$ cat config.mk
export PLATFORM = sky130hd
export DESIGN_NAME = mealy5_golden_rom
export DESIGN_NICKNAME = d
export VERILOG_FILES = /design/src/rtl/mealy5_pkg.sv /design/src/rtl/mealy5_golden_rom.sv
export SDC_FILE = /design/constraint.sdc
export NUM_CORES = 1
export LEC_CHECK = 0
export BUFFER_PORTS_ARGS = -buffer_cell sky130_fd_sc_hd__buf_2
export CAP_MARGIN = 20
export CORE_AREA = 2 2 39 41
export DETAILED_ROUTE_END_ITERATION = 8
export DIE_AREA = 0 0 41 43
export PLACE_DENSITY = 0.45
export SYNTH_ARGS = -nofsm -noshare
export SYNTH_HDL_FRONTEND = slang
export SYNTH_SLANG_ARGS = --single-unit
$ cat constraint.sdc
create_clock -name vclk -period 2.89
set_clock_uncertainty 0.1 [all_clocks]
set_input_delay 0.578 -clock vclk [all_inputs]
set_output_delay 0.578 -clock vclk [all_outputs]
set_load 0.005 [all_outputs]
$ cat src/rtl/mealy5_pkg.sv
// mealy5_pkg: shared sizes, golden transition table and checker FSM encoding
package mealy5_pkg;
    localparam int N_STATES = 5;
    localparam int SW_W = 2;
    localparam int ST_W = 3;
    localparam int N_IN = 2 ** SW_W;
    localparam int KIND_LOAD = 2;
    localparam int KIND_NEXT = 1;
    localparam int KIND_OUT = 0;
    typedef logic [2:0] chk_state_t;
    localparam chk_state_t IDLE = 3'd0;
    localparam chk_state_t LOAD = 3'd1;
    localparam chk_state_t SETTLE = 3'd2;
    localparam chk_state_t APPLY = 3'd3;
    localparam chk_state_t CHECK = 3'd4;
    localparam chk_state_t DONE = 3'd5;
    localparam logic [ST_W-1:0] GOLD_NEXT [N_STATES][N_IN] = '{
        '{3'd1, 3'd4, 3'd1, 3'd2},
        '{3'd4, 3'd2, 3'd4, 3'd0},
        '{3'd4, 3'd2, 3'd3, 3'd3},
        '{3'd2, 3'd2, 3'd1, 3'd0},
        '{3'd1, 3'd3, 3'd0, 3'd4}
    };
    // bit i of each entry is the output for input i
    localparam logic [N_IN-1:0] GOLD_OUT [N_STATES] = '{
        4'b1010, 4'b0010, 4'b0011, 4'b0011, 4'b1011
    };
endpackage

$ cat src/rtl/mealy5_golden_rom.sv
// mealy5_golden_rom: combinational (state, input) -> expected {next, out} lookup
module mealy5_golden_rom
    import mealy5_pkg::*;
(
    input  logic [ST_W-1:0] s,
    input  logic [SW_W-1:0] i,
    output logic [ST_W-1:0] gold_next,
    output logic            gold_out
);
    always_comb begin
        gold_next = (s < ST_W'(N_STATES)) ? GOLD_NEXT[s][i] : '0;
        gold_out = (s < ST_W'(N_STATES)) ? GOLD_OUT[s][i] : 1'b0;
    end
endmodule

* Word level (Yosys, flattened, before mapping)
Memory sizes are Yosys's and may differ from the RTL's.
Index checks and enable logic that the tools add are counted.
** Word-level totals
- ROM bits :: 128
- Memories kept :: 2
- Word-level logic and storage cells :: 19
- Input port bits :: 5
- Output and inout port bits :: 4
- Bits in registers :: 0
** Memories
- (no name shown) :: words 8, width 12, read ports 1, clocked after Yosys merged registers in 0, wr ports 0, line mealy5_golden_rom.sv:11 : gold_next = (s < ST_W'(N_STATES)) ? GOLD_NEXT[s][i] : '0;
- (no name shown) :: words 8, width 4, read ports 1, clocked after Yosys merged registers in 0, wr ports 0, line mealy5_golden_rom.sv:12 : gold_out = (s < ST_W'(N_STATES)) ? GOLD_OUT[s][i] : 1'b0;
** Cells by class
- Muxes and demuxes :: 11
- Magnitude comparators :: 4
- Bitwise gates (word level) :: 2
** Operator list (count)
- 12-bit two-way mux :: 2
- 3-bit two-way mux :: 3
- 4-bit two-way mux :: 2
- 3-bit binary-select mux with 2-bit select :: 1
- 4-bit >= comparator, second input constant :: 1
- 3-bit inverter with 4-bit output :: 1
- 3-bit >= comparator, second input constant :: 1
- 2-bit by 3-bit < comparator with 1-bit output, second input constant :: 1
- 3-bit < comparator, second input constant :: 1
- 2-bit inverter with 3-bit output :: 1
- 1-bit binary-select mux with 2-bit select :: 1
- 1-bit two-way mux :: 2

* Longest topological paths before layout
Gate-level depths: netlist of run 1.
- Depth after elaboration :: 8
- Gate-level depth with buffers :: 5
- Depth with buffers taken out :: 5

* Worst setup path after synthesis of run 1
OpenSTA, ideal clock, no wires.
- Path kind :: input to output
- From :: input port s[1]
- To :: output port gold_next[0]
- Setup slack :: 0.924 ns
- Arrival :: 1.288 ns
- Required time :: 2.212 ns
- Stages :: 5
- Cells stage by stage :: inv_1 > ha_1 > nand2b_1 > a311oi_1 > a21o_1
** On the way
- Word-level cells in the longest chain between the ends :: 8
** RTL lines
- start, declared :: line mealy5_golden_rom.sv:5 : input logic [ST_W-1:0] s,
- 3-bit inverter with 4-bit output (implied by the code) :: line mealy5_golden_rom.sv:11
- memory 8 x 12 bit
- 12-bit two-way mux (implied by the code) (2 in a row) :: line mealy5_golden_rom.sv:11
- 3-bit binary-select mux with 2-bit select :: line mealy5_golden_rom.sv:11
- 3-bit two-way mux (implied by the code) (2 in a row) :: line mealy5_golden_rom.sv:11
- 3-bit two-way mux (*) :: line mealy5_golden_rom.sv:11
- end, declared :: line mealy5_golden_rom.sv:7 : output logic [ST_W-1:0] gold_next,
Mark *: on every way between the ends. The rest lies on a longest branch, timed or not. The select of a mux whose other input is x is not followed.

* Worst setup path in the final report of run 1
Ends and elaborated chain as after synthesis.

==> flow_summary.toml, run 1 <==
[sta]
hold_viol = 0
fin_setup_tns_ns = 0
fin_crit_sh_pct = 79.7
slew_violations = 0
fmax_mhz = 434
rsz0062_at_grt = "no"
worstMarginPinSlew_ns = 0.243
maxSlewHeadroom_pct = 83.7
setup_violations = 0
period_needed_ns = 2.30
holdWs_ns = 1.42

[synth]
syn_nets = 46
netlist_area_sq_um = 256
ys_types = 19
ys_seq_area_share_pct = 0
syn_inst = 35
synth_area_per_cell_sq_um = 7.33
yosysWarnings = 0

[drt]
viasPerCell = 4.40
routed_wirelength_um = 519
drcViolationCount = 0
drtAntennaViolNets = 0
first_iter_violations = 3
via_count = 255
dr.pass1.iters = 2
wl_per_cell_um = 8.95

[flow_run]
max_cap_viol_count = 0

[finish]
n_fill_cell = 161
seq_area_sq_um = 0
drive_above_1_share_pct = 23.8
nets = 55
area_growth_pct = 18.0
n_antenna_cell = 0
clkbuf_count = 0
flops_and_latches = 0
multi_input_area_sq_um = 226
utilization_pct = 21.9
finalNonFillerCells = 58
final_area_sq_um = 303

[floorplanning]
rows = 14
die_x_um = 41
ios = 9
die_area_sq_um = 1760
core-area_sq_um = 1380
start_util_pct = 18.5
die_h_um = 43

[setup_path]
slowest_stage = "a311oi_1"
crit_path_max_incr_delay_ns = 0.27
cp_cell_sequence = "buf_2 > inv_1 > ha_1 > nand2b_1 > a311oi_1 > a21o_1 > buf_2"
crit_type = "in -> out"
critPathArrivalTime_ns = 1.62
critPathLaunchType = "input port"
path_buf_inv = 3
crit_path_max_fanout = 7
cp-end-kind = "output pin"
worstPathRequired_ns = 2.21
critPathTopFamily = "compound AO/OA/AOI/OAI gates"
cpMostUsedCell = "buf_2"
critPathLaunch = "s[1]"

[clocking]
post-cts-setup-buffers = 0
postCtsHoldBufs = 0
cts_resized = 0

[worst_hold_path]
min_from = "i[0]"
hold_class = "in -> out"

[status]
status = "complete, no violations"

[power_and_ir_drop]
peakVddDrop_uv = 28.4
p_leak_nw = 0.167
p_per_area_nw_per_um2 = 117

[place]
portBuffers = 9
placed_cells = 58
place_area_sq_um = 303
hpwl_um = 406
gp_congestion = 0.697

[global_route]
grt_pass1_vias = 194
antenna_found_initial = 0
grt-ovfl-total = 0
grt_pass1_wl_um = 814
track_usage_pct = 5.99
grt_max_degree = 12
## layer usage
metal	GRT usage (%)	vias to the layer above	routed length, um
met2	10.3	4	274
met1	8.54	115	222
met4	0	0	0
li1	-	136	-
met5	0	-	0
met3	0	0	22
## cells by family (layout without fill, tap and decap cells)
family / Yosys count / in the layout / synth area share, %
AO/OA/AOI/OAI: 12 / 12 / 31.2
adder cells (fa/ha/maj): 6 / 6 / 29.3
AND/OR/NAND/NOR: 11 / 11 / 23.9
multiplexers: 1 / 1 / 3.90
buffers and inverters: 5 / 12 / 11.7
## where the power goes
part           switching, mW  internal (mW)  leakage (nW)  total (mW)
logic                 0.0192         0.0163         0.167      0.0355
clock network              0              0             0           0
registers                  0              0             0           0
## worst min-delay path, cell delays in order
cell,delay (ns)
buf_2,0.14
a21o_1,0.12
buf_2,0.10
## cells in the mapped netlist (all sizes together)
library cell | instances | area share, %
a21boi | 1 | 2.9
a21o | 2 | 5.9
a21oi | 1 | 1.9
a311oi | 1 | 3.4
buf | 2 | 7.3
ha | 6 | 29
inv | 3 | 4.4
mux2i | 1 | 3.9
nand2 | 3 | 4.4
nand2b | 3 | 10
nor2 | 2 | 2.9
nor2b | 1 | 2.4
nor3 | 2 | 3.9
o21ai | 3 | 5.9
o21bai | 1 | 2.9
o22ai | 2 | 4.9
o32ai | 1 | 3.4
## cells in the final DEF, fill, tap and decap left out
master / count
inv_1: 3
nor2_1: 2
buf_2: 9
nor3_1: 2
a21oi_1: 1
o32ai_1: 1
o21bai_1: 1
nand2b_4: 1
nor2b_1: 1
a21boi_0: 1
a21o_1: 2
nand2b_1: 2
nand2_1: 3
ha_1: 6
o21ai_0: 3
o22ai_1: 2
mux2i_1: 1
a311oi_1: 1
## path summary, 6_finish.rpt
| check | endpoint | cells past startpoint |
|---|---|---|
| hold / removal | gold_next[2] | 3 |
| setup / recovery | gold_next[0] | 7 |
## stage by stage
stage	setup slack, ns	power, mW
2_1_floorplan	0.924	0.0239
3_3_place_gp	0.569	0.0367
3_5_place_dp	0.575	0.0363
4_1_cts	0.571	0.0364
5_1_grt	0.509	0.0405
6_report	0.588	0.0355
## final cells by class
type / instances / share of cell area (%)
inverter: 3 / 3.72
multi-input combinational: 30 / 74.8
tap: 16 / 6.61
timing repair buffer: 9 / 14.9
No activity file was read; power rests on OpenSTA's default activity.
==> run 2, diff against run 1 <==
==> constraint.sdc (replaced) <==
create_clock -name vclk -period 2.3
set_clock_uncertainty 0.1 [all_clocks]
set_input_delay 0.46 -clock vclk [all_inputs]
set_output_delay 0.46 -clock vclk [all_outputs]
set_load 0.005 [all_outputs]
==> flow_summary.toml, run 2 (synthesized netlist as in run 1, its figures left out) <==
[global_route]
grt-busiest-layer = "met2"
grt_pass1_vias = 231
track_usage_pct = 6.89
antenna_found_initial = 0
grt_pass1_wl_um = 917
use_met1_pct = 8.86
grt_util_met2_pct = 12.5
grt-ovfl-total = 0
grt_max_degree = 12
met3_usage_pct = 0.524

[drt]
drtAntennaViolNets = 0
via_count = 252
drcViolationCount = 0
wl_per_cell_um = 9.36
dr.pass1.iters = 2
routed_wirelength_um = 543
first_iter_violations = 1
viasPerCell = 4.34

[clocking]
post-cts-setup-buffers = 0
postCtsHoldBufs = 0
cts_resized = 0

[sta]
hold_viol = 0
fmax_mhz = 487
fin_setup_tns_ns = 0
setup_violations = 0
period_needed_ns = 2.05
maxSlewHeadroom_pct = 83.2
slew_violations = 0
rsz0062_at_grt = "no"
worstMarginPinSlew_ns = 0.250
fin_crit_sh_pct = 89.2
holdWs_ns = 1.18

[finish]
final_common_cell = "buf_2"
utilization_pct = 21.9
n_fill_cell = 157
multi_input_area_sq_um = 226
drive_above_1_share_pct = 23.8
seq_area_sq_um = 0
clkbuf_count = 0
nets = 55
finalNonFillerCells = 58
n_antenna_cell = 0
area_growth_pct = 18.0
final_cell_mix = "buf_2, ha_1, inv_1, nand2_1, o21ai_0"
flops_and_latches = 0

[place]
gp_congestion = 0.690
placed_cells = 58
hpwl_um = 438
portBuffers = 9

[setup_path]
cp-end-kind = "output pin"
critPathLaunchType = "input port"
critPathArrivalTime_ns = 1.49
crit_path_max_fanout = 7
worstPathRequired_ns = 1.74
critPathLaunch = "s[1]"
crit_type = "in -> out"

[power_and_ir_drop]
p_per_area_nw_per_um2 = 149
p_leak_nw = 0.167
peakVddDrop_uv = 45.5

[floorplanning]
die_area_sq_um = 1760
start_util_pct = 18.5
core-area_sq_um = 1380
rows = 14
ios = 9
die_x_um = 41
die_h_um = 43

[worst_hold_path]
hold_class = "in -> out"
min_from = "i[0]"

[flow_run]
max_cap_viol_count = 0

[status]
status = "complete, no violations"
==> run 2: cell counts in the layout (fill, tap and decap cells not counted) <==
Identical to the previous run, type by type.
==> run 2: cell type report <==
class | instances | area share [%]
Tap cell | 16 | 6.61
Multi-Input combinational cell | 30 | 74.8
Timing Repair Buffer | 9 | 14.9
Inverter | 3 | 3.72
==> run 2: critical path: stages <==
cell and delay [ns]:
buf_2 0.14, inv_1 0.10, ha_1 0.18, nand2b_1 0.14
a311oi_1 0.26, a21o_1 0.11, buf_2 0.10
==> run 2: where the power goes <==
group | internal, mW | switching [mW]
Sequential | 0 | 0
Combinational | 0.0206 | 0.0246
Clock | 0 | 0
Total | 0.0206 | 0.0246
==> run 2: stage by stage <==
stage,setup WS (ns),power (mW),cell area (sq um)
after floorplan,0.570,0.0301,256
after global placement,0.225,0.0467,303
after detailed placement,0.237,0.0460,303
after CTS,0.231,0.0462,303
after global routing,0.157,0.0527,303
final,0.249,0.0453,303
==> run 2: path summary, 6_finish.rpt <==
path,endpoint,depth (start not counted)
worst min-delay path,gold_next[2],3
worst max-delay path,gold_next[0],7
==> run 2: metal layers <==
| layer | part of all wire [%] | up-vias |
|---|---|---|
| li1 | - | 137 |
| met1 | 46 | 111 |
| met2 | 51 | 4 |
| met3 | 3.5 | 0 |
| met4 | 0 | 0 |
| met5 | 0 | - |
